`config.mk`:
```
export PLATFORM = sky130hd
export DESIGN_NAME = dmem_arbiter
export DESIGN_NICKNAME = d
export VERILOG_FILES = /design/src/rtl/dmem_arbiter.sv
export SDC_FILE = /design/constraint.sdc
export NUM_CORES = 1
export LEC_CHECK = 0
export ABC_AREA = 1
export CAP_MARGIN = 20
export CORE_AREA = 2 2 109 111
export CTS_BUF_LIST = sky130_fd_sc_hd__clkbuf_4 sky130_fd_sc_hd__clkbuf_8 sky130_fd_sc_hd__clkbuf_16
export DETAILED_ROUTE_END_ITERATION = 10
export DIE_AREA = 0 0 111 113
export PLACE_DENSITY = 0.74
export SLEW_MARGIN = 10
export SYNTH_ARGS = -nofsm -noshare
export SYNTH_HDL_FRONTEND = slang
export SYNTH_SLANG_ARGS = --single-unit
```
`constraint.sdc`:
```
create_clock -name clk -period 9.3 [get_ports clk]
set_clock_uncertainty 0.15 [all_clocks]
set_input_delay 2.79 -clock clk [delete_from_list [all_inputs] [get_ports clk]]
set_output_delay 2.79 -clock clk [all_outputs]
set_load 0.05 [all_outputs]
```
`src/rtl/dmem_arbiter.sv`:
```
// Two-port round-robin arbiter and sequencer for the single-port data memory.
// Port 0 is the CPU load/store path, port 1 is the loader/debug master.
module dmem_arbiter #(
   parameter int unsigned MEM_LAT    = 1,
   parameter logic [31:0] ADDR_LIMIT = 32'h0000_1000
) (
   input  logic             clk,
   input  logic             reset,
   input  logic [1:0]       req_valid,
   output logic [1:0]       req_ready,
   input  logic [1:0]       req_we,
   input  logic [1:0][31:0] req_addr,
   input  logic [1:0][31:0] req_wdata,
   input  logic [1:0][3:0]  req_be,
   input  logic             p1_lock,
   output logic [1:0]       rsp_valid,
   output logic [31:0]      rsp_rdata,
   output logic             rsp_err,
   output logic             mem_en,
   output logic             mem_we,
   output logic [31:0]      mem_addr,
   output logic [31:0]      mem_wdata,
   output logic [3:0]       mem_be,
   input  logic [31:0]      mem_rdata,
   output logic             busy
);

   typedef enum logic [1:0] {IDLE, WAIT, RESP} state_t;

   state_t      state_q, state_d;
   logic        last_grant_q, last_grant_d;
   logic [2:0]  lat_cnt_q, lat_cnt_d;
   logic        owner_q, owner_d;
   logic        err_q, err_d;
   logic        we_q, we_d;
   logic [31:0] rdata_q, rdata_d;
   logic        win;

   // Lock only overrides while port 1 already holds the last grant.
   always_comb begin
      win = 1'b0;
      unique case (req_valid)
         2'b01:   win = 1'b0;
         2'b10:   win = 1'b1;
         2'b11:   win = (p1_lock && last_grant_q) ? 1'b1 : ~last_grant_q;
         default: win = 1'b0;
      endcase
   end

   always_comb begin
      state_d      = state_q;
      last_grant_d = last_grant_q;
      lat_cnt_d    = lat_cnt_q;
      owner_d      = owner_q;
      err_d        = err_q;
      we_d         = we_q;
      rdata_d      = rdata_q;
      req_ready    = '0;
      rsp_valid    = '0;
      rsp_rdata    = '0;
      rsp_err      = 1'b0;
      mem_en       = 1'b0;
      mem_we       = 1'b0;
      mem_addr     = '0;
      mem_wdata    = '0;
      mem_be       = '0;

      // Outputs are held at zero for the whole time reset is asserted.
      if (reset) begin
         unique case (state_q)
            IDLE: begin
               if (|req_valid) begin
                  req_ready[win] = 1'b1;
                  owner_d        = win;
                  last_grant_d   = win;
                  we_d           = req_we[win];
                  if (req_addr[win] < ADDR_LIMIT) begin
                     mem_en    = 1'b1;
                     mem_we    = req_we[win];
                     mem_addr  = req_addr[win];
                     mem_wdata = req_wdata[win];
                     mem_be    = req_be[win];
                     lat_cnt_d = 3'd1;
                     state_d   = WAIT;
                  end else begin
                     err_d   = 1'b1;
                     state_d = RESP;
                  end
               end
            end
            WAIT: begin
               lat_cnt_d = lat_cnt_q + 3'd1;
               if (lat_cnt_q == 3'(MEM_LAT)) begin
                  rdata_d = mem_rdata;
                  state_d = RESP;
               end
            end
            RESP: begin
               rsp_valid[owner_q] = 1'b1;
               rsp_err            = err_q;
               rsp_rdata          = (we_q || err_q) ? '0 : rdata_q;
               err_d              = 1'b0;
               state_d            = IDLE;
            end
            default: state_d = IDLE;
         endcase
      end
   end

   assign busy = (state_q != IDLE);

   always_ff @(posedge clk or negedge reset) begin
      if (!reset) begin
         state_q      <= IDLE;
         last_grant_q <= 1'b1;
         lat_cnt_q    <= '0;
         owner_q      <= 1'b0;
         err_q        <= 1'b0;
         we_q         <= 1'b0;
         rdata_q      <= '0;
      end else begin
         state_q      <= state_d;
         last_grant_q <= last_grant_d;
         lat_cnt_q    <= lat_cnt_d;
         owner_q      <= owner_d;
         err_q        <= err_d;
         we_q         <= we_d;
         rdata_q      <= rdata_d;
      end
   end

endmodule

```
# Word level (Yosys, flattened, before mapping)
# Cells that the tools add are included.
# word_totals
reg_bits,41
latchBits,0
ramBits,0
romBits,0
out_inout_bits,108
word_cells,91
memories,0
# op_classes
n_addsub,1
mul,0
n_div,0
order_cmp,5
eq_ne,9
shift,0
n_mux,54
bitwise_logic,1
reduce_logical,14
# ops
operator,n
32-bit two-way mux,15
"32-bit by 13-bit less-than comparator with 1-bit output, second input constant",1
4-bit two-way mux,6
1-bit two-way mux,17
2-bit two-way mux,8
3-bit AND reduction,3
"2-bit inequality test, second input constant",4
4-bit AND reduction,2
"2-bit equality test, second input constant",3
3-bit two-way mux,2
3-bit case mux with 2 select lines,1
2-bit nonzero test,3
"1-bit by 2-bit less-than comparator with 1-bit output, second input constant",2
1-bit case mux with 2 select lines,2
2-bit case mux with 2 select lines,1
"3-bit by 1-bit adder with 3-bit output, second input constant",1
"3-bit by 1-bit equality test with 1-bit output, second input constant",1
1-bit logical AND,3
1-bit demux with 1-bit select,2
"2-bit by 1-bit equality test with 1-bit output, second input constant",1
"1-bit >= comparator, second input constant",2
2-bit zero test,1
2-bit OR reduction,1
1-bit logical OR,1
1-bit inverter,1

# Longest topological paths before layout
# logic_depth
depth_word,10
ltp_mapped,15
mapped_depth_nobuf,14

# Worst setup path before layout
# Ideal clock, no wire load.
# synth_path
path_kind,input to output
from,input port p1_lock
to,output port mem_addr[0]
arrival_ps,4724
required_time_ps,6360
setup_slack_ps,1636
path_stages,11
n_path_buf,2
cell_sequence,inv_1 -> nand3_4 -> nand2_4 -> buf_2 -> nand2_1 -> o21ai_0 -> nand3_1 -> nor2_2 -> nand3_2 -> clkbuf_1 -> a21oi_1
# synth_via
elab_chain_cells,10
# synth_rtl
item,line,text
"start, declared",15,"input logic p1_lock,"
1-bit logical AND *,45,2'b11: win = (p1_lock && last_grant_q) ? 1'b1 : ~last_grant_q;
1-bit two-way mux *,45,
1-bit case mux with 2 select lines *,42,unique case (req_valid)
32-bit two-way mux (not written as such) * (2 in a row),"77, 80",
32-bit by 13-bit less-than comparator with 1-bit output,77,if (req_addr[win] < ADDR_LIMIT) begin
32-bit two-way mux *,77,
32-bit two-way mux *,72,if (|req_valid) begin
32-bit two-way mux *,70,unique case (state_q)
32-bit two-way mux *,69,if (reset) begin
"end, declared",21,"output logic [31:0] mem_addr,"
# Mark *: on every way between the ends. The rest lies on a longest branch, timed or not. The select of a mux whose other input is x is not followed.

# Worst setup path in the final report
# layout_path
from,input port req_valid[0]
to,output port mem_be[1]
# layout_via
elab_chain_cells,9
word_cells_on_any_way,13
classes_between,order compare: 1; eq/ne: 2; mux: 9; reduce/logical: 1
# layout_rtl
item,line,text
"start, declared",9,"input logic [1:0] req_valid,"
2-bit equality test,42,
1-bit case mux with 2 select lines,42,
32-bit two-way mux (not written as such) (2 in a row),77,
32-bit by 13-bit less-than comparator with 1-bit output,77,
4-bit two-way mux,77,
4-bit two-way mux *,72,
4-bit two-way mux *,70,
4-bit two-way mux *,69,
"end, declared",23,"output logic [3:0] mem_be,"
# Marked as above.

==> results.toml <==
[outcome]
outcome = "completed"

[detailed_routing]
wl_per_cell_microns = 15.3
dr.pass1.iters = 4
route.detailed.drc = 0
finalWirelength_mm = 13.6
drt_iter0_drc = 274
ant_nets = 0
vias = 4059
vias_per_cell = 4.55

[worst_setup_path]
cp_max_fo = 71
path_common_cell = "nand2_1"
cp_data_arrival_time_ns = 5.63
slowest_delay_ns = 0.54
end_kind = "primary output"
path_buf_inv = 4
criticalPathCategory = "input port to primary output"
cp_data_required_time_ns = 6.36
critPathSlowestCell = "clkdlybuf4s50_1"
path_cells = "clkdlybuf4s50_1, nand3_4, nand2_4, inv_2, nand2_1, nand2_1, nor2_1, nand2_1, nor2_2, nand3_2, buf_4, a21oi_1, buf_12"
start_kind = "input port"
r2r_slack_ns = 6.57
critPathTopFamily = "simple AND/OR/NAND/NOR gates"

[timing]
worstMarginPinSlew_ns = 1.01
rsz0062_at_grt = "false"
tns_ns = 0
drv_slew = 0
period_share_pct = 92.2
hold_violations = 0
slew_headroom_pct = 32.8
fin_crit_ns = 8.57
setup_viol = 0
max_freq_mhz = 117

[grt]
grt_pass1_wl_mm = 21.4
first_global_vias = 4100
grt_max_degree = 72
track_usage_pct = 20.9
antenna_found_initial = 0
grt.overflow.total = 0

[yosys]
synth-seq-area-share_pct = 32.7
synthXorXnorAreaFrac_pct = 0.278
ys_seq_elements = 41
yosysUniqueCellTypes = 24
syn_area_per_cell_sq_um = 6.20
synth_mux_area_share_pct = 0
yosys_warnings = 0
synth_compound_area_share_pct = 15.4
syn_area_sq_mm = 0.00315
synth_fa_ha_area_share_pct = 0.796
synth-simple-area-share_pct = 35.2
syn_inst = 507
synth_top_family_by_area = "simple AND/OR/NAND/NOR gates"

[pwr]
switching_share_pct = 36.9
p_switching_mw = 0.272
p_total_mw = 0.737
ir_drop_mv = 0.0767
p_int_mw = 0.465
power_frac_comb_pct = 43.9
p_clk_share_pct = 30.1
sequentialPowerShare_pct = 26.0
power_density_mw_per_mm2 = 114
power.leakage_nw = 2.84

[layout]
antenna_cells = 0
fin_util_pct = 57.3
syn_to_final_growth_pct = 105
drive_above_1_share_pct = 10.9
finish.instance_area_sq_mm = 0.00646
multi_input_area_sq_mm = 0.00171
fillers = 1031
nets = 926
ff_latch_area_sq_mm = 0.00103

[flow_run]
cap_violations = 0

[cts]
clk_latency_ns = 0.28
postCtsSetupRepairBufs = 0
clock_path_buffers = 2
cts_inserted_buffers = 5
cts_resized = 0
hold_buffers = 0
cts_max_level = 2
clock-sinks = 41
path_clk_slew_ns = 0.06
cts-root-buf = "clkbuf_16"
cts_tree = "built"

[floorplan]
row_count = 39
die_y_microns = 113
io_pins = 283
die_w_microns = 111
die-area_sq_mm = 0.0125
core_sq_mm = 0.0113
initial_utilization_pct = 27.9

[hold_path]
min_path_type = "flip-flop to flip-flop"

[place]
place.gp.congestion = 0.923
numPortBuffers = 262
dpl-instance-area_sq_mm = 0.00624
dp.final_hpwl_mm = 10.8
through the flow:
stage	hold slack, ns	cells	setup slack (ns)
final	0.327	893	0.730
after global routing	0.364	893	0.450
after CTS	0.333	892	0.713
after detailed placement	0.320	884	0.732
after global placement	0.311	884	0.868
after floorplan	0.292	526	1.64
registers in the layout, summed over array words and instances, names as in the netlist:
signal	flops
rdata_q	32
owner_q	1
last_grant_q	1
state_q	2
lat_cnt_q	3
err_q	1
we_q	1
cells by family (layout without fill, tap and decap cells):
| family | count (synthesis) | in the layout |
|---|---|---|
| xor gates and xnor gates | 1 | 1 |
| other | 1 | 20 |
| DFF | 41 | 41 |
| and+or+nand+nor | 269 | 269 |
| buffers and inverters | 103 | 327 |
| adders and majority gates | 2 | 2 |
| AOI/OAI and AO/OA | 90 | 90 |
cell usage in the layout, fill, tap and decap left out, types with 2 or more instances in the layout:
cell,synthesis,layout
clkdlybuf4s50_1,0,211
nand2_1,190,190
inv_1,51,51
buf_12,0,49
a21oi_1,41,41
o21ai_0,40,40
dfrtp_1,40,40
nor3_1,33,33
nor2_1,26,25
conb_1,1,20
nand3_1,13,13
a21oi_2,9,9
clkbuf_16,0,5
buf_4,21,5
nor2_2,2,2
ha_1,2,2
bufinv_16,0,2
cell type report:
cell class / count / area share (%)
clock buffer: 5 / 1.94
clock inverter: 3 / 1.01
inverter: 52 / 3.02
multi-input combinational: 382 / 26.4
sequential: 41 / 15.9
tap: 143 / 2.77
timing repair buffer: 267 / 49.0
path summary, 6_finish.rpt:
check	startpoint	end	cells past startpoint
setup / recovery	req_valid[0]	mem_be[1]	13
hold / removal	err_q	err_q	2
setup reg to reg	last_grant_q	lat_cnt_q[2]	13
hold reg to reg	err_q	err_q	2
max in group asynchronous	reset	last_grant_q	2
min in group asynchronous	reset	rdata_q[23]	2
cells in the mapped netlist:
cell,instances,share of area [%]
a21oi_1,41,6.5
a21oi_2,9,2.5
buf_2,2,0.32
buf_4,21,5.0
buf_6,3,1.1
clkbuf_1,25,3.0
conb_1,1,0.12
dfrtp_1,40,32
dfstp_2,1,0.84
ha_1,2,0.80
inv_1,51,6.1
inv_2,1,0.12
nand2_1,190,23
nand2_4,1,0.36
nand3_1,13,2.1
nand3_2,1,0.32
nand3_4,1,0.56
nand3b_1,1,0.24
nor2_1,26,3.1
nor2_2,2,0.40
nor3_1,33,5.3
o21ai_0,40,6.4
or2_2,1,0.20
xnor2_1,1,0.28
tightest hold or removal path, stage by stage (launching register included):
cell	delay, ns
dfrtp_1	0.35
nand2_1	0.05
nand2_1	0.04
power by group through the flow:
stage / Combinational [mW] / Sequential (mW) / Clock [mW]
after floorplan: 0.189 / 0.193 / 0
after detailed placement: 0.323 / 0.195 / 0
after global placement: 0.321 / 0.194 / 0
final: 0.324 / 0.192 / 0.222
after CTS: 0.324 / 0.191 / 0.225
after global routing: 0.344 / 0.192 / 0.234
metal layers:
metal	wire (microns)	GRT usage, %	vias up
met2	7090	38.5	144
li1	-	-	2026
met1	5410	24.4	1869
met5	0	0	-
met4	262	5.58	0
met3	881	4.77	20
Power figures use the tool's default switching activity.
